<file path="src/rtl/comparador_histeresis.sv">
// Multi-channel temperature alarm with hysteresis and per-channel debounce.
// Shared threshold arithmetic feeds an array of identical channel FSMs.

module comparador_histeresis_ch #(
  parameter int DEB = 3
) (
  input  logic clk,
  input  logic reset_n,
  input  logic sample_en,
  input  logic hi_q,
  input  logic lo_q,
  output logic alarm_d,
  output logic alarm,
  output logic rise_evt,
  output logic fall_evt
);
  typedef enum logic [1:0] {OFF, ARMING, ON, DISARMING} st_t;

  localparam logic [3:0] DEB_C = 4'(DEB);

  st_t        st, st_n;
  logic [3:0] cnt, cnt_n, cnt_inc;

  assign cnt_inc = cnt + 4'd1;

  always_comb begin
    st_n  = st;
    cnt_n = cnt;
    if (sample_en) begin
      unique case (st)
        OFF: if (hi_q) begin
          if (DEB_C == 4'd1) begin st_n = ON; cnt_n = '0; end
          else begin st_n = ARMING; cnt_n = 4'd1; end
        end
        ARMING: begin
          if (!hi_q) begin st_n = OFF; cnt_n = '0; end
          else if (cnt_inc == DEB_C) begin st_n = ON; cnt_n = '0; end
          else cnt_n = cnt_inc;
        end
        ON: if (lo_q) begin
          if (DEB_C == 4'd1) begin st_n = OFF; cnt_n = '0; end
          else begin st_n = DISARMING; cnt_n = 4'd1; end
        end
        DISARMING: begin
          if (!lo_q) begin st_n = ON; cnt_n = '0; end
          else if (cnt_inc == DEB_C) begin st_n = OFF; cnt_n = '0; end
          else cnt_n = cnt_inc;
        end
        default: begin st_n = OFF; cnt_n = '0; end
      endcase
    end
    alarm_d = (st_n == ON) || (st_n == DISARMING);
  end

  // Edge pulses come from comparing next alarm against current, so they
  // land exactly one cycle after the transition edge.
  always_ff @(posedge clk or negedge reset_n) begin
    if (!reset_n) begin
      st       <= OFF;
      cnt      <= '0;
      alarm    <= 1'b0;
      rise_evt <= 1'b0;
      fall_evt <= 1'b0;
    end else begin
      st       <= st_n;
      cnt      <= cnt_n;
      alarm    <= alarm_d;
      rise_evt <= alarm_d & ~alarm;
      fall_evt <= ~alarm_d & alarm;
    end
  end
endmodule

module comparador_histeresis #(
  parameter int N   = 5,
  parameter int CH  = 2,
  parameter int DEB = 3
) (
  input  logic            clk,
  input  logic            reset_n,
  input  logic            sample_en,
  input  logic [CH*N-1:0] temp,
  input  logic [N-1:0]    set_pt,
  input  logic [N-1:0]    hyst,
  output logic [CH-1:0]   alarm,
  output logic            alarm_any,
  output logic [CH-1:0]   rise_evt,
  output logic [CH-1:0]   fall_evt
);
  logic [CH-1:0][N-1:0] temp_a;
  logic [N-1:0]         clr_lvl;
  logic [CH-1:0]        hi, lo, alarm_d;

  assign temp_a = temp;

  // Saturating clear level: a band wider than set_pt latches the alarm.
  assign clr_lvl = (hyst >= set_pt) ? '0 : set_pt - hyst;

  for (genvar k = 0; k < CH; k++) begin : g_qual
    assign hi[k] = temp_a[k] >= set_pt;
    assign lo[k] = temp_a[k] < clr_lvl;
  end

  comparador_histeresis_ch #(.DEB(DEB)) u_ch [CH-1:0] (
    .clk      (clk),
    .reset_n  (reset_n),
    .sample_en(sample_en),
    .hi_q     (hi),
    .lo_q     (lo),
    .alarm_d  (alarm_d),
    .alarm    (alarm),
    .rise_evt (rise_evt),
    .fall_evt (fall_evt)
  );

  always_ff @(posedge clk or negedge reset_n) begin
    if (!reset_n) alarm_any <= 1'b0;
    else          alarm_any <= |alarm_d;
  end
endmodule

</file>
<file path="config.mk">
export PLATFORM = sky130hd
export DESIGN_NAME = comparador_histeresis
export DESIGN_NICKNAME = d
export VERILOG_FILES = /design/src/rtl/comparador_histeresis.sv
export SDC_FILE = /design/constraint.sdc
export NUM_CORES = 1
export LEC_CHECK = 0
export CAP_MARGIN = 20
export CORE_ASPECT_RATIO = 0.75
export CORE_MARGIN = 3
export CORE_UTILIZATION = 45
export DETAILED_ROUTE_END_ITERATION = 10
export MAX_ROUTING_LAYER = met4
export PLACE_DENSITY = 0.73
export SLEW_MARGIN = 20
export SYNTH_ARGS = -nofsm -noshare
export SYNTH_HDL_FRONTEND = slang
export SYNTH_SLANG_ARGS = --single-unit
</file>
<file path="constraint.sdc">
create_clock -name clk -period 1.9 [get_ports clk]
set_input_delay 0.57 -clock clk [delete_from_list [all_inputs] [get_ports clk]]
set_output_delay 0.57 -clock clk [all_outputs]
set_load 0.05 [all_outputs]
</file>
==> impl_metrics.env, run 1 <==
export IMPL_first_pass_grt_wire_length_um=8110
export IMPL_die_x_um=78.7
export IMPL_total_clock_sinks=19
export IMPL_async_flop_share_pct=100
export IMPL_avgRoutedWirePerCell_um=17.5
export IMPL_final_net_count=310
export IMPL_die_area_um2=4760
export IMPL_muxShareOfSynthArea_pct=0.562
export IMPL_finalPower_mw=2.64
export IMPL_synthToLayoutAreaGrowth_pct=54.9
export IMPL_end_kind="flop"
export IMPL_max_cap_violations=0
export IMPL_post_synth_num_cell_types=43
export IMPL_fin_cells=310
export IMPL_min_delay_path_class="flop to flop"
export IMPL_timing_final_crit_share_pct=159
export IMPL_postSynthRegisterBits=19
export IMPL_ff2ff_setup_slack_ps=-10
export IMPL_yosys_area_share_adder_pct=20.1
export IMPL_total_nets_after_synthesis=245
export IMPL_grt_overflow=0
export IMPL_synth_area_um2=1780
export IMPL_clk_pin_slew_ps=70
export IMPL_drt_initial_drc_count=105
export IMPL_boundaryPins=30
export IMPL_firstDrtPassIters=4
export IMPL_place_detailed_hpwl_um=3670
export IMPL_ys_flop_type="sky130_fd_sc_hd__dfrtp_1"
export IMPL_multi_input_comb_area_um2=1530
export IMPL_route_final_wire_length_um=5420
export IMPL_drt_antenna_violating_nets=0
export IMPL_ff_latch_area_um2=475
export IMPL_dieHeight_um=60.5
export IMPL_grtUsageTotal_pct=22.9
export IMPL_gpl_final_weighted_congestion=0.879
export IMPL_violations="setup timing"
export IMPL_maxSlewHeadroom_pct=63.5
export IMPL_timing_final_ws_setup_ps=-1120
export IMPL_kind_of_start_point_of_the_critical_path="primary input"
export IMPL_antenna_found_initial=0
export IMPL_unrepaired_setup_endpoints_after_global_routing="true"
export IMPL_core_region_area_um2=3730
export IMPL_compound_gate_fraction_of_synth_area_pct=26.9
export IMPL_cp_arrival_ps=3210
export IMPL_netlist_instances=194
export IMPL_seq_area_frac_synth_pct=26.7
export IMPL_finalHoldViolations=0
export IMPL_critical_path_required_ps=2090
export IMPL_drc=0
export IMPL_clock_skews_ps=0.976
export IMPL_post_route_min_period_ps=3020
export IMPL_layout_drive_gt1_share_pct=46.1
export IMPL_cts_made_buffers=3
export IMPL_placementRows=19
export IMPL_pin_count_of_the_biggest_net_entering_global_routing=20
export IMPL_avgViaCountPerCell=5.72
export IMPL_yosys_warnings=0
export IMPL_floorplan_initialDensity_pct=47.7
export IMPL_synth_top_family_by_area="compound AO/OA/AOI/OAI gates"
export IMPL_timing_max_transition_violations_final=0
export IMPL_power_static_leakage_nw=1.18
export IMPL_fillerInstances=247
export IMPL_fin_worst_hold_slack_ps=485
export IMPL_pwr_density_cell_nw_per_um2=956
export IMPL_insertion_delay_ps=260
export IMPL_grt_pass1_vias=1749
export IMPL_critical_path_max_fanout=3
export IMPL_synthesis_area_per_instance_um2=9.18
export IMPL_synth_edf_count=0
export IMPL_ws_path_type="primary input to flop"
export IMPL_clock_root_buffer="sky130_fd_sc_hd__clkbuf_8"
export IMPL_finalSetupViolations=19
export IMPL_diodes=0
export IMPL_h_tree_level_count=1
export IMPL_max_slew_worst_pin_slew_ps=547
export IMPL_ir_worst_vdd_mv=0.863
export IMPL_yosys_area_share_xor_xnor_pct=1.47
export IMPL_max_clock_freq_mhz=331
export IMPL_layout_core_utilization_pct=74.0
export IMPL_dr_total_vias=1773
export IMPL_yosys_area_share_simple_pct=17.3
export IMPL_port_buffers=29
export IMPL_clk_path_buf_depth=2
export IMPL_cts_tree="done"
export IMPL_number_of_placed_instances_with_taps_included=295
export IMPL_outcome="finished with violations"
-- sequential cells by signal (all words and copies together) (netlist names) --
| register | flops |
|---|---|
| u_ch.alarm | 2 |
| u_ch.st | 4 |
| u_ch.cnt | 8 |
| u_ch.rise_evt | 2 |
| alarm_any | 1 |
| u_ch.fall_evt | 2 |
-- cell families after synthesis --
group	Yosys count
compound gates	58
simple gates	58
fa+ha+maj	28
buf+inv	27
flops	19
xor+xnor	3
mux	1
-- synthesized netlist by cell type, types with 3 or more instances --
cell | n | area, um^2
sky130_fd_sc_hd__a21o_1 | 4 | 30.0
sky130_fd_sc_hd__nor3_1 | 5 | 25.0
sky130_fd_sc_hd__inv_1 | 18 | 67.6
sky130_fd_sc_hd__nor2_1 | 9 | 33.8
sky130_fd_sc_hd__o21ai_0 | 10 | 50.1
sky130_fd_sc_hd__dfrtp_1 | 19 | 475
sky130_fd_sc_hd__ha_1 | 27 | 338
sky130_fd_sc_hd__nand3b_1 | 5 | 37.5
sky130_fd_sc_hd__nand2_1 | 17 | 63.8
sky130_fd_sc_hd__nand2b_1 | 4 | 25.0
sky130_fd_sc_hd__a21oi_1 | 3 | 15.0
sky130_fd_sc_hd__buf_4 | 6 | 45.0
sky130_fd_sc_hd__nand3_1 | 5 | 25.0
sky130_fd_sc_hd__a211oi_1 | 3 | 22.5
sky130_fd_sc_hd__o2bb2ai_1 | 6 | 52.6
sky130_fd_sc_hd__a41oi_2 | 4 | 65.1
sky130_fd_sc_hd__a21boi_1 | 3 | 22.5
sky130_fd_sc_hd__a31oi_1 | 5 | 31.3
sky130_fd_sc_hd__nor2b_1 | 4 | 25.0
sky130_fd_sc_hd__and3_1 | 3 | 18.8
sky130_fd_sc_hd__o21a_1 | 5 | 37.5
-- power breakdown --
group,switching [mW],internal [mW]
Combinational,0.868,0.722
Sequential,0.195,0.559
Clock,0.145,0.150
Total,1.21,1.43
-- cell type report --
cell class                 count  area share (%)
multi-input combinational    148            55.5
sequential                    19            17.2
clock buffer                   4            1.63
tap                           52            2.36
timing repair buffer          69            20.4
inverter                      18            2.90
-- final timing paths --
check / startpoint / to / cells after the start
setup / recovery: set_pt[0] / u_ch[0].cnt[2] / 16
hold / removal: u_ch[1].alarm / u_ch[1].rise_evt / 1
setup reg to reg: u_ch[1].cnt[1] / u_ch[1].fall_evt / 6
hold reg to reg: u_ch[1].alarm / u_ch[1].rise_evt / 1
max in group asynchronous: reset_n / u_ch[1].rise_evt / 2
min in group asynchronous: reset_n / u_ch[0].cnt[2] / 2
-- metrics by stage --
step	area [um^2]	worst slack, ps	setup TNS, ps
3_5_place_dp	2380	-1900	-34780
2_1_floorplan	1880	-997	-17620
4_1_cts	2670	-1050	-18330
6_report	2760	-1120	-19500
3_3_place_gp	2380	-1760	-32030
5_1_grt	2760	-1210	-21130
-- timing repair --
action                                  CTS  global route
resized for setup                        76            16
buffers inserted                         10             1
endpoints found under the setup margin   19            19
cloned                                    0             0
pin swaps                                23            19
hold buffers                              0             0
-- layer usage --
metal | track usage (%) | part of all wire, % | vias to the layer above | wire length [um]
li1 | - | - | 840 | -
met1 | 27.9 | 41 | 864 | 2230
met2 | 39.5 | 52 | 58 | 2820
met3 | 4.75 | 5.3 | 11 | 286
met4 | 5.49 | 1.6 | 0 | 85
met5 | - | 0 | - | 0
-- cells in the final DEF, fill, tap and decap left out, drive strengths merged, types with 5 or more instances in the layout --
master	netlist	final
buf	8	55
ha	27	27
dfrtp	19	19
inv	18	18
nand2	17	17
clkdlybuf4s50	0	12
o21ai	12	12
nor2	9	9
a31oi	7	7
nor3	7	7
o2bb2ai	6	6
nand3b	5	5
nand3	5	5
o21a	5	5
-- worst max-delay path: stages --
cell	delay, ps
sky130_fd_sc_hd__buf_12	110
sky130_fd_sc_hd__inv_12	40
sky130_fd_sc_hd__ha_4	120
sky130_fd_sc_hd__inv_2	30
sky130_fd_sc_hd__fa_2	340
sky130_fd_sc_hd__a21o_1	170
sky130_fd_sc_hd__a21oi_2	160
sky130_fd_sc_hd__xnor2_2	130
sky130_fd_sc_hd__nand2_2	110
sky130_fd_sc_hd__ha_4	290
sky130_fd_sc_hd__o21ai_2	50
sky130_fd_sc_hd__o211ai_1	250
sky130_fd_sc_hd__a31oi_2	90
sky130_fd_sc_hd__buf_4	160
sky130_fd_sc_hd__o41ai_4	400
sky130_fd_sc_hd__o2bb2ai_1	160
(Power assumes the default switching activity.)
==> run 2, diff against run 1 <==
SLEW_MARGIN = not set   (was 20)
clock period = 3 ns   (was 1.9 ns; I/O delays follow)
==> run 2 against run 1 <==
  * Die area unchanged
  * Register-to-register slack improved by 1100 ps
  * Power decreased by 38%
  * Highest routed layer unchanged
  * Sequential share of layout area increased by 0.19 points
  * The flow still finishes with violations (setup timing)
==> impl_metrics.env, run 2 (synthesis results as in run 1) <==
export IMPL_final_net_count=305
export IMPL_timing_final_ws_setup_ps=-408
export IMPL_max_clock_freq_mhz=293
export IMPL_max_cap_violations=0
export IMPL_ir_worst_vdd_mv=0.685
export IMPL_routedLengthMet1_um=2310
export IMPL_critical_path_required_ps=3170
export IMPL_cts_tree="done"
export IMPL_floorplan_initialDensity_pct=47.7
export IMPL_violations="setup timing"
export IMPL_port_buffers=29
export IMPL_ff2ff_setup_slack_ps=1040
export IMPL_layout_drive_gt1_share_pct=39.1
export IMPL_met2RoutedLength_um=2740
export IMPL_drt_antenna_violating_nets=0
export IMPL_pin_count_of_the_biggest_net_entering_global_routing=20
export IMPL_top_register="u_ch.cnt"
export IMPL_cts_made_buffers=3
export IMPL_max_slew_worst_pin_slew_ps=585
export IMPL_core_region_area_um2=3730
export IMPL_crit_cells=16
export IMPL_pwr_density_cell_nw_per_um2=602
export IMPL_cpPeakStageDelay_ps=370
export IMPL_reg2regPathDepth=6
export IMPL_flip_flop_count_of_the_largest_register_after_layout=8
export IMPL_critical_path_endpoint="u_ch[1].cnt[3]"
export IMPL_clk_path_buf_depth=2
export IMPL_maxSlewHeadroom_pct=61.0
export IMPL_path_cells="buf_12 -> inv_12 -> ha_4 -> inv_2 -> fa_2 -> a21o_1 -> a21oi_2 -> xnor2_1 -> nand2_2 -> ha_4 -> o21ai_4 -> o211ai_1 -> a31oi_2 -> buf_4 -> o41ai_4 -> o2bb2ai_1"
export IMPL_dr_total_vias=1781
export IMPL_die_x_um=78.7
export IMPL_place_detailed_hpwl_um=3680
export IMPL_r2r_start="u_ch[1].cnt[1]"
export IMPL_kind_of_start_point_of_the_critical_path="primary input"
export IMPL_critPathBufInv=4
export IMPL_h_tree_level_count=1
export IMPL_boundaryPins=30
export IMPL_cp_arrival_ps=3580
export IMPL_finalHoldViolations=0
export IMPL_total_clock_sinks=19
export IMPL_wl_met3_um=298
export IMPL_end_kind="flop"
export IMPL_ff_latch_area_um2=475
export IMPL_route_final_wire_length_um=5420
export IMPL_power_static_leakage_nw=1.16
export IMPL_firstDrtPassIters=4
export IMPL_multi_input_comb_area_um2=1510
export IMPL_cpLargestDelayFamily="compound AO/OA/AOI/OAI gates"
export IMPL_antenna_found_initial=0
export IMPL_clock_skews_ps=1.50
export IMPL_mostFrequentLayoutCell="sky130_fd_sc_hd__buf_4"
export IMPL_timing_final_crit_share_pct=114
export IMPL_layout_core_utilization_pct=73.1
export IMPL_first_pass_grt_wire_length_um=8020
export IMPL_synthToLayoutAreaGrowth_pct=53.2
export IMPL_unrepaired_setup_endpoints_after_global_routing="true"
export IMPL_grtUsageTotal_pct=22.4
export IMPL_avgRoutedWirePerCell_um=17.8
export IMPL_die_area_um2=4760
export IMPL_critPathMostFrequentCell="sky130_fd_sc_hd__ha_4"
export IMPL_reg_top3="u_ch.cnt x8, u_ch.st x4"
export IMPL_worst_hold_startpoint="u_ch[1].alarm"
export IMPL_post_route_min_period_ps=3410
export IMPL_gpl_final_weighted_congestion=0.839
export IMPL_most_frequent_cells_in_the_layout="31 x sky130_fd_sc_hd__buf_4, 19 x sky130_fd_sc_hd__dfrtp_1, 19 x sky130_fd_sc_hd__clkdlybuf4s50_1, 16 x sky130_fd_sc_hd__ha_1, 14 x sky130_fd_sc_hd__nand2_1"
export IMPL_place_ws_ps=-1110
export IMPL_fillerInstances=249
export IMPL_cp_slowest_cell="sky130_fd_sc_hd__o41ai_4"
export IMPL_ws_path_type="primary input to flop"
export IMPL_drc=0
export IMPL_finalSetupViolations=19
export IMPL_timing_max_transition_violations_final=0
export IMPL_dr_max_layer_used="met4"
export IMPL_rr_endpoint="u_ch[1].fall_evt"
export IMPL_min_delay_path_class="flop to flop"
export IMPL_drt_initial_drc_count=112
export IMPL_placementRows=19
export IMPL_diodes=0
export IMPL_clk_pin_slew_ps=70
export IMPL_clock_root_buffer="sky130_fd_sc_hd__clkbuf_8"
export IMPL_insertion_delay_ps=250
export IMPL_dieHeight_um=60.5
export IMPL_grt_pass1_vias=1700
export IMPL_critical_path_max_fanout=3
export IMPL_avgViaCountPerCell=5.84
export IMPL_grt_overflow=0
export IMPL_startpoint="set_pt[0]"
export IMPL_outcome="finished with violations"
run 2: metrics by stage:
stage	hold WS, ps	instance area [um^2]	cells	setup TNS (ps)	power [mW]
floorplan	438	1880	194	-2990	1.04
global placement	448	2350	289	-17380	1.24
detailed placement	466	2350	289	-19940	1.28
CTS	475	2610	300	-4160	1.54
global route	503	2730	305	-7680	1.73
finish	474	2730	305	-5750	1.64
run 2: power breakdown:
group	internal [mW]	leakage, nW	switching, mW	total, mW
registers	0.354	0.246	0.136	0.490
clock network	0.0944	0.0228	0.0833	0.178
logic	0.434	0.887	0.541	0.975
run 2: how the worst min path moves through the flow:
stage                            end  slack (ps)  depth (start not counted)
floorplan           u_ch[0].rise_evt         440                          1
global placement    u_ch[0].rise_evt         450                          1
detailed placement  u_ch[1].rise_evt         470                          1
CTS                 u_ch[1].rise_evt         480                          1
global route        u_ch[1].rise_evt         500                          1
finish              u_ch[1].rise_evt         470                          1
run 2: routing by layer:
metal	vias up	global-route usage, %
met5	-	-
met1	868	28.0
met3	10	4.30
li1	826	-
met2	77	38.3
met4	0	4.99
run 2: repair_timing:
item	CTS	global route
hold buffers	0	0
resized for setup	66	13
buffers inserted	8	5
setup endpoints to repair	19	19
pin swaps	28	18
run 2: layout make-up:
class	count	area share [%]
Tap cell	52	2.38
Timing Repair Buffer	64	20.4
Inverter	18	2.93
Multi-Input combinational cell	148	55.2
Clock buffer	4	1.65
Sequential cell	19	17.4
